**config.mk**
```make
export PLATFORM = sky130hd
export DESIGN_NAME = cache_ctrl_fsm
export DESIGN_NICKNAME = d
export VERILOG_FILES = /design/src/rtl/cache_ctrl_fsm.sv
export SDC_FILE = /design/constraint.sdc
export NUM_CORES = 1
export LEC_CHECK = 0
export ABC_AREA = 1
export BUFFER_PORTS_ARGS = -buffer_cell sky130_fd_sc_hd__buf_4
export CORE_UTILIZATION = 59
export DETAILED_ROUTE_END_ITERATION = 6
export PLACE_DENSITY = 0.88
export SYNTH_ARGS = -nofsm -noshare
export SYNTH_HDL_FRONTEND = slang
export SYNTH_SLANG_ARGS = --single-unit
```
**constraint.sdc**
```tcl
create_clock -name clk -period 5.1 [get_ports clk]
set_input_delay 1.53 -clock clk [delete_from_list [all_inputs] [get_ports clk]]
set_output_delay 1.53 -clock clk [all_outputs]
set_load 0.02 [all_outputs]
```
**src/rtl/cache_ctrl_fsm.sv**
```systemverilog
// Write-back data-cache controller for the MIPS datapath.
// Hits are served in the same cycle with no stall. A miss stalls the pipeline
// and runs a dirty-victim write-back (when needed), then a line refill over a
// per-word req/ack handshake, then a one-cycle commit. After the commit the
// held instruction is evaluated again, hits and completes.
// The block also keeps saturating miss and write-back counters.
module cache_ctrl_fsm #(
  parameter int WORDS_PER_BLOCK = 4,
  parameter int WIDX_W          = 2,
  parameter int PERF_W          = 16
) (
  input  logic              clk,
  input  logic              rst_b,
  input  logic [5:0]        opcode,
  input  logic              hit,
  input  logic              dirty,
  input  logic              mem_ack,
  output logic              stall,
  output logic              cache_we,
  output logic              cache_in_select,
  output logic              mem_req,
  output logic              mem_we,
  output logic              mem_in_select,
  output logic [WIDX_W-1:0] word_idx,
  output logic [1:0]        size,
  output logic              reg_write_enable,
  output logic              valid_set,
  output logic              dirty_set,
  output logic              dirty_clr,
  output logic [PERF_W-1:0] miss_count,
  output logic [PERF_W-1:0] wb_count
);

  localparam logic [5:0] OP_LW = 6'b100011;
  localparam logic [5:0] OP_LH = 6'b100001;
  localparam logic [5:0] OP_LB = 6'b100000;
  localparam logic [5:0] OP_SW = 6'b101011;
  localparam logic [5:0] OP_SH = 6'b101001;
  localparam logic [5:0] OP_SB = 6'b101000;

  localparam logic [WIDX_W-1:0] LAST_WORD = WIDX_W'(WORDS_PER_BLOCK - 1);

  typedef enum logic [1:0] {
    IDLE      = 2'd0,
    WRITEBACK = 2'd1,
    REFILL    = 2'd2,
    COMMIT    = 2'd3
  } state_t;

  // All single-cycle control strobes, grouped so they default to 0 in one go.
  typedef struct packed {
    logic       stall;
    logic       cache_we;
    logic       cache_in_select;
    logic       mem_req;
    logic       mem_we;
    logic       mem_in_select;
    logic       reg_write_enable;
    logic       valid_set;
    logic       dirty_set;
    logic       dirty_clr;
    logic [1:0] size;
  } ctl_t;

  state_t            state_q, state_d;
  logic [WIDX_W-1:0] cnt_q, cnt_d;
  logic [5:0]        op_q, op_d;
  logic              miss_inc, wb_inc;
  logic [PERF_W-1:0] miss_q, wb_q;
  ctl_t              ctl;

  function automatic logic is_mem(input logic [5:0] op);
    return (op == OP_LW) || (op == OP_LH) || (op == OP_LB) ||
           (op == OP_SW) || (op == OP_SH) || (op == OP_SB);
  endfunction

  // Low opcode bits select width for both loads and stores: 11 word, 01 half, 00 byte.
  function automatic logic [1:0] size_of(input logic [5:0] op);
    case (op[1:0])
      2'b11:   return 2'b10;
      2'b01:   return 2'b01;
      default: return 2'b00;
    endcase
  endfunction

  // State, word counter and latched opcode; async reset abandons any transfer.
  always_ff @(posedge clk or negedge rst_b) begin
    if (!rst_b) begin
      state_q <= IDLE;
      cnt_q   <= '0;
      op_q    <= '0;
    end else begin
      state_q <= state_d;
      cnt_q   <= cnt_d;
      op_q    <= op_d;
    end
  end

  // Saturating performance counters: hold at all-ones, never wrap.
  always_ff @(posedge clk or negedge rst_b) begin
    if (!rst_b) begin
      miss_q <= '0;
      wb_q   <= '0;
    end else begin
      if (miss_inc && (miss_q != '1)) miss_q <= miss_q + 1'b1;
      if (wb_inc && (wb_q != '1))     wb_q   <= wb_q + 1'b1;
    end
  end

  // Next state and strobes. Outputs are gated by reset so that an IDLE hit
  // decode cannot leak out while rst_b is low.
  always_comb begin
    ctl      = '0;
    state_d  = state_q;
    cnt_d    = cnt_q;
    op_d     = op_q;
    miss_inc = 1'b0;
    wb_inc   = 1'b0;
    if (rst_b) begin
      case (state_q)
        IDLE: begin
          if (is_mem(opcode)) begin
            ctl.size = size_of(opcode);
            if (hit) begin
              if (opcode[3]) begin
                ctl.cache_we        = 1'b1;
                ctl.cache_in_select = 1'b1;
                ctl.dirty_set       = 1'b1;
              end else begin
                ctl.reg_write_enable = 1'b1;
              end
            end else begin
              ctl.stall = 1'b1;
              op_d      = opcode;
              miss_inc  = 1'b1;
              cnt_d     = '0;
              state_d   = dirty ? WRITEBACK : REFILL;
            end
          end
        end
        WRITEBACK: begin
          ctl.stall         = 1'b1;
          ctl.mem_req       = 1'b1;
          ctl.mem_we        = 1'b1;
          ctl.mem_in_select = 1'b1;
          ctl.size          = size_of(op_q);
          if (mem_ack) begin
            if (cnt_q == LAST_WORD) begin
              cnt_d   = '0;
              wb_inc  = 1'b1;
              state_d = REFILL;
            end else begin
              cnt_d = cnt_q + 1'b1;
            end
          end
        end
        REFILL: begin
          ctl.stall    = 1'b1;
          ctl.mem_req  = 1'b1;
          ctl.size     = size_of(op_q);
          // Refill data is written only in the cycle memory returns it.
          ctl.cache_we = mem_ack;
          if (mem_ack) begin
            if (cnt_q == LAST_WORD) begin
              cnt_d   = '0;
              state_d = COMMIT;
            end else begin
              cnt_d = cnt_q + 1'b1;
            end
          end
        end
        COMMIT: begin
          ctl.stall     = 1'b1;
          ctl.valid_set = 1'b1;
          ctl.dirty_clr = 1'b1;
          ctl.size      = size_of(op_q);
          state_d       = IDLE;
        end
        default: state_d = IDLE;
      endcase
    end
  end

  assign stall            = ctl.stall;
  assign cache_we         = ctl.cache_we;
  assign cache_in_select  = ctl.cache_in_select;
  assign mem_req          = ctl.mem_req;
  assign mem_we           = ctl.mem_we;
  assign mem_in_select    = ctl.mem_in_select;
  assign reg_write_enable = ctl.reg_write_enable;
  assign valid_set        = ctl.valid_set;
  assign dirty_set        = ctl.dirty_set;
  assign dirty_clr        = ctl.dirty_clr;
  assign size             = ctl.size;
  assign word_idx         = cnt_q;
  assign miss_count       = miss_q;
  assign wb_count         = wb_q;

endmodule

```
==> impl_summary.md <==
Global route
In this run the most used layer during global routing was met2. In the global route stage, met2 resource usage came out at 46.81%. The number of global-route vias before repair is 2206.

The wire length of the first global-routing pass is 9294 um. The number of antenna violations at the first check in global routing is 0. The pin count of the biggest net entering global routing is 24.

The total global-route track usage is 26.80%. For this run the aggregate overflow at the end of global routing stands at 0. The met3 demand-to-capacity share in global routing is 6.333%. The met1 usage is 31.83%.

Yosys
The share of the yosys chip area belonging to registers is 37.09%. The gate count after technology mapping is about 380. The net count of the mapped netlist is ~400. Counting flops and latches in the post-synthesis netlist gives 38.

The post-synthesis area per instance is 6.676 um2. The Yosys step of the flow raised 0 warnings. The distinct cell type count after synthesis is 26. The combined area of all synthesized cells is around 2600 um2.

STA
The number of failing setup endpoints in the final timing report is 0. The post-route worst setup slack is 1.155 ns. Derived from the worst setup path, the maximum achievable clock frequency is 253.5 MHz. Setup repair after global routing left no endpoint under its margin. For the pin with the worst max-slew slack, the measured transition is 1.242 ns. In the final timing run, aggregate negative setup slack is 0 ns.

The final hold violation count is 0. Headroom to the max-slew limit came out at 16.87%. On the final layout, the worst clock skew is about 0.011 ns.

The shortest period the worst path allows is 3.945 ns. The post-route clock period utilization is 77.35%. The final max-slew violation count was 0.

Worst setup path
The worst register-to-register path has a setup slack of 2.73 ns. The kind of launch point of the worst setup path is an input port. Of all nets on the critical path, the largest fanout is 23. The data required time of the critical path is 3.57 ns. Walking the worst path, the cells encountered are buf_4 -> inv_2 -> nor4_1 -> buf_4. At the worst endpoint, the arrival time is 2.41 ns. In this design, the stage delay of the slowest critical-path cell is approximately 0.29 ns. The cell with the most instances on the worst path is sky130_fd_sc_hd__buf_4. The worst setup path is captured at a primary output.

The worst setup path is of the in -> out kind. The largest individual stage delay along the critical path comes from the cell sky130_fd_sc_hd__nor4_1.

Finish
The final net count is 458. Cells with a size suffix above 1 make up 17.01% of the layout. The utilization of the core after routing is 75.41%. The area growth from synthesis to final layout is 20.21%.

0 antenna diodes ended up in the layout.

Detailed routing
The detailed-route wire length per cell is 11.53 um. For this run, design rule violations remaining after detail routing come to 0. The via count is 2544. The first detailed-routing pass ran for 4 iterations. In the routed layout, each cell is associated on average with a via count of between 5 and 6. The initial detailed-routing violation count is 150. Once detail routing completed, the nets flagged for antenna violations numbered 0. The final layout contains routed wiring with a total length of 5661 um.

Place
OpenSTA, run right after detailed placement, puts the worst setup slack at 1.136 ns. Input and output buffers added on the ports amount to 56. At the end of routability-driven placement, the weighted congestion stood at 0.8582. Once detailed placement completed, the half-perimeter wirelength came to 4231 um.

Floorplan
The floorplan has 23 rows. The floorplan die area is between 4000 and 5000 um2. The core box area is 4086 um2. The starting utilization of the core area is 62.74%. The top-level port count is 57. The y dimension of the die is 67.92 um.

The die extent in x is 67.92 um.

Worst hold path
The worst hold path class is reg -> reg.

Clocking
The post-CTS setup-driven buffer insertion count is 0. The clock transition at the registers of the reported paths is 0.06 ns. The H-tree generated during clock tree synthesis spans 2 levels. Clock tree synthesis inserted a total of 5 buffers.

TritonCTS built the clock tree. For the worst-skew pair, the clock arrives at the later sink with an insertion delay of 0.29 ns. The number of sinks driven by the clock tree is 38. For this design, the CTS-stage hold fixing added 0 buffers. The maximum buffer depth of the clock tree is 2.

Gates resized during post-CTS repair numbered 0. In this run the clock root is driven by a sky130_fd_sc_hd__clkbuf_8.

Power
The worst-case vdd ir drop is 0.0003004 V. For this design the ratio of total power to cell area is approximately 330 nW/um2. For this design the static power due to leakage is 1.617 nW.

Job
The max-capacitance violation count is 0.

Status
The flow ran to the end, and the final reports show no timing, DRC or antenna violations.
[per-layer routing]
metal | part of all wire (%) | routed length [um] | up-vias
li1 | - | - | 1315
met1 | 46 | 2592 | 1159
met2 | 48 | 2729 | 58
met3 | 4.3 | 241 | 12
met4 | 1.7 | 96 | 0
met5 | 0 | 0 | -
[cell usage after synthesis]
| cell type | count | area, um2 |
|---|---|---|
| sky130_fd_sc_hd__nand3b_1 | 2 | 15.01 |
| sky130_fd_sc_hd__nand4_1 | 17 | 106.4 |
| sky130_fd_sc_hd__nand2_4 | 1 | 11.26 |
| sky130_fd_sc_hd__inv_4 | 1 | 6.260 |
| sky130_fd_sc_hd__inv_2 | 2 | 7.510 |
| sky130_fd_sc_hd__xor2_1 | 6 | 52.55 |
| sky130_fd_sc_hd__nand2_1 | 169 | 634.4 |
| sky130_fd_sc_hd__nor2_1 | 41 | 153.9 |
| sky130_fd_sc_hd__nor2_2 | 2 | 12.51 |
| sky130_fd_sc_hd__nand3_2 | 1 | 10.01 |
| sky130_fd_sc_hd__o21ai_0 | 11 | 55.05 |
| sky130_fd_sc_hd__o21ai_1 | 4 | 20.02 |
| sky130_fd_sc_hd__buf_4 | 3 | 22.52 |
| sky130_fd_sc_hd__a21oi_1 | 3 | 15.01 |
| sky130_fd_sc_hd__nor4_1 | 1 | 6.260 |
| sky130_fd_sc_hd__ha_1 | 7 | 87.58 |
| sky130_fd_sc_hd__nor3_4 | 1 | 16.27 |
| sky130_fd_sc_hd__dfrtp_1 | 38 | 950.9 |
| sky130_fd_sc_hd__nor3_1 | 1 | 5.000 |
| sky130_fd_sc_hd__xnor2_1 | 5 | 43.79 |
| sky130_fd_sc_hd__a21boi_0 | 1 | 7.510 |
| sky130_fd_sc_hd__nand3_1 | 20 | 100.1 |
| sky130_fd_sc_hd__buf_6 | 5 | 56.30 |
| sky130_fd_sc_hd__or2_2 | 1 | 6.260 |
| sky130_fd_sc_hd__inv_1 | 38 | 142.6 |
| sky130_fd_sc_hd__nand2_2 | 3 | 18.77 |
[report_power, final]
group	leakage, nW	internal (mW)	switching, mW	total [mW]
sequential	0.510	0.348	0.0537	0.402
combinational	1.06	0.137	0.216	0.352
clock	0.0524	0.146	0.104	0.250
[final cells by class]
cell class	instances	area [um2]
Sequential cell	38	950.9
Timing Repair Buffer	57	427.9
Multi-Input combinational cell	297	1378
Fill cell	341	1005
Tap cell	50	62.56
Clock buffer	7	76.32
Inverter	41	156.4
Clock inverter	1	30.03
[stage by stage]
stage          std cells  power, mW  hold slack [ns]  cell area, um2
3_5_place_dp         483     0.7573           0.5053            2975
3_3_place_gp         483     0.7486           0.4944            2975
2_1_floorplan        384     0.6284           0.4756            2564
6_report             491      1.005           0.5190            3082
5_1_grt              491      1.080           0.5473            3082
4_1_cts              491      1.011           0.5208            3082
[registers in the layout (all words and copies together), names as in the netlist]
| signal | cells |
|---|---|
| op_q | 2 |
| wb_count | 16 |
| miss_count | 16 |
| state_q | 2 |
| word_idx | 2 |
[cells by family after synthesis]
logic type,Yosys count,synth area share (%)
simple gates,260,42.75
flops,38,37.09
compound gates,19,3.807
buf+inv,49,9.175
xor+xnor,11,3.758
fa+ha+maj,7,3.416
[worst paths after layout]
| check | cells past startpoint | to | from |
|---|---|---|---|
| max reg2reg | 8 | miss_count[10] | miss_count[0] |
| max | 4 | reg_write_enable | rst_b |
| min | 2 | word_idx[1] | word_idx[1] |
| max in group asynchronous | 2 | wb_count[7] | rst_b |
| min reg2reg | 2 | word_idx[1] | word_idx[1] |
| min in group asynchronous | 1 | wb_count[8] | rst_b |
[cells in the final DEF, fill, tap and decap left out]
cell type,n
sky130_fd_sc_hd__nand4_1,17
sky130_fd_sc_hd__nand2_1,169
sky130_fd_sc_hd__o21ai_0,11
sky130_fd_sc_hd__buf_4,57
sky130_fd_sc_hd__inv_2,2
sky130_fd_sc_hd__xor2_1,6
sky130_fd_sc_hd__clkbuf_1,2
sky130_fd_sc_hd__nor2_1,41
sky130_fd_sc_hd__nand2_2,3
sky130_fd_sc_hd__or2_2,1
sky130_fd_sc_hd__nor4_1,1
sky130_fd_sc_hd__nand3_2,1
sky130_fd_sc_hd__a21oi_1,3
sky130_fd_sc_hd__nand3b_1,2
sky130_fd_sc_hd__nor2_2,2
sky130_fd_sc_hd__inv_1,38
sky130_fd_sc_hd__nor3_4,1
sky130_fd_sc_hd__clkbuf_8,5
sky130_fd_sc_hd__xnor2_1,5
sky130_fd_sc_hd__nor3_1,1
sky130_fd_sc_hd__nand3_1,20
sky130_fd_sc_hd__o21ai_1,4
sky130_fd_sc_hd__a21boi_0,1
sky130_fd_sc_hd__bufinv_16,1
sky130_fd_sc_hd__dfrtp_1,38
sky130_fd_sc_hd__inv_4,1
sky130_fd_sc_hd__ha_1,7
sky130_fd_sc_hd__nand2_4,1
[critical path: cells and delay by family]
kind	cells	cell delay (ns)
buffers and inverters	3	0.59
and+or+nand+nor	1	0.29
Note: power is estimated with default switching activity, not from simulation.
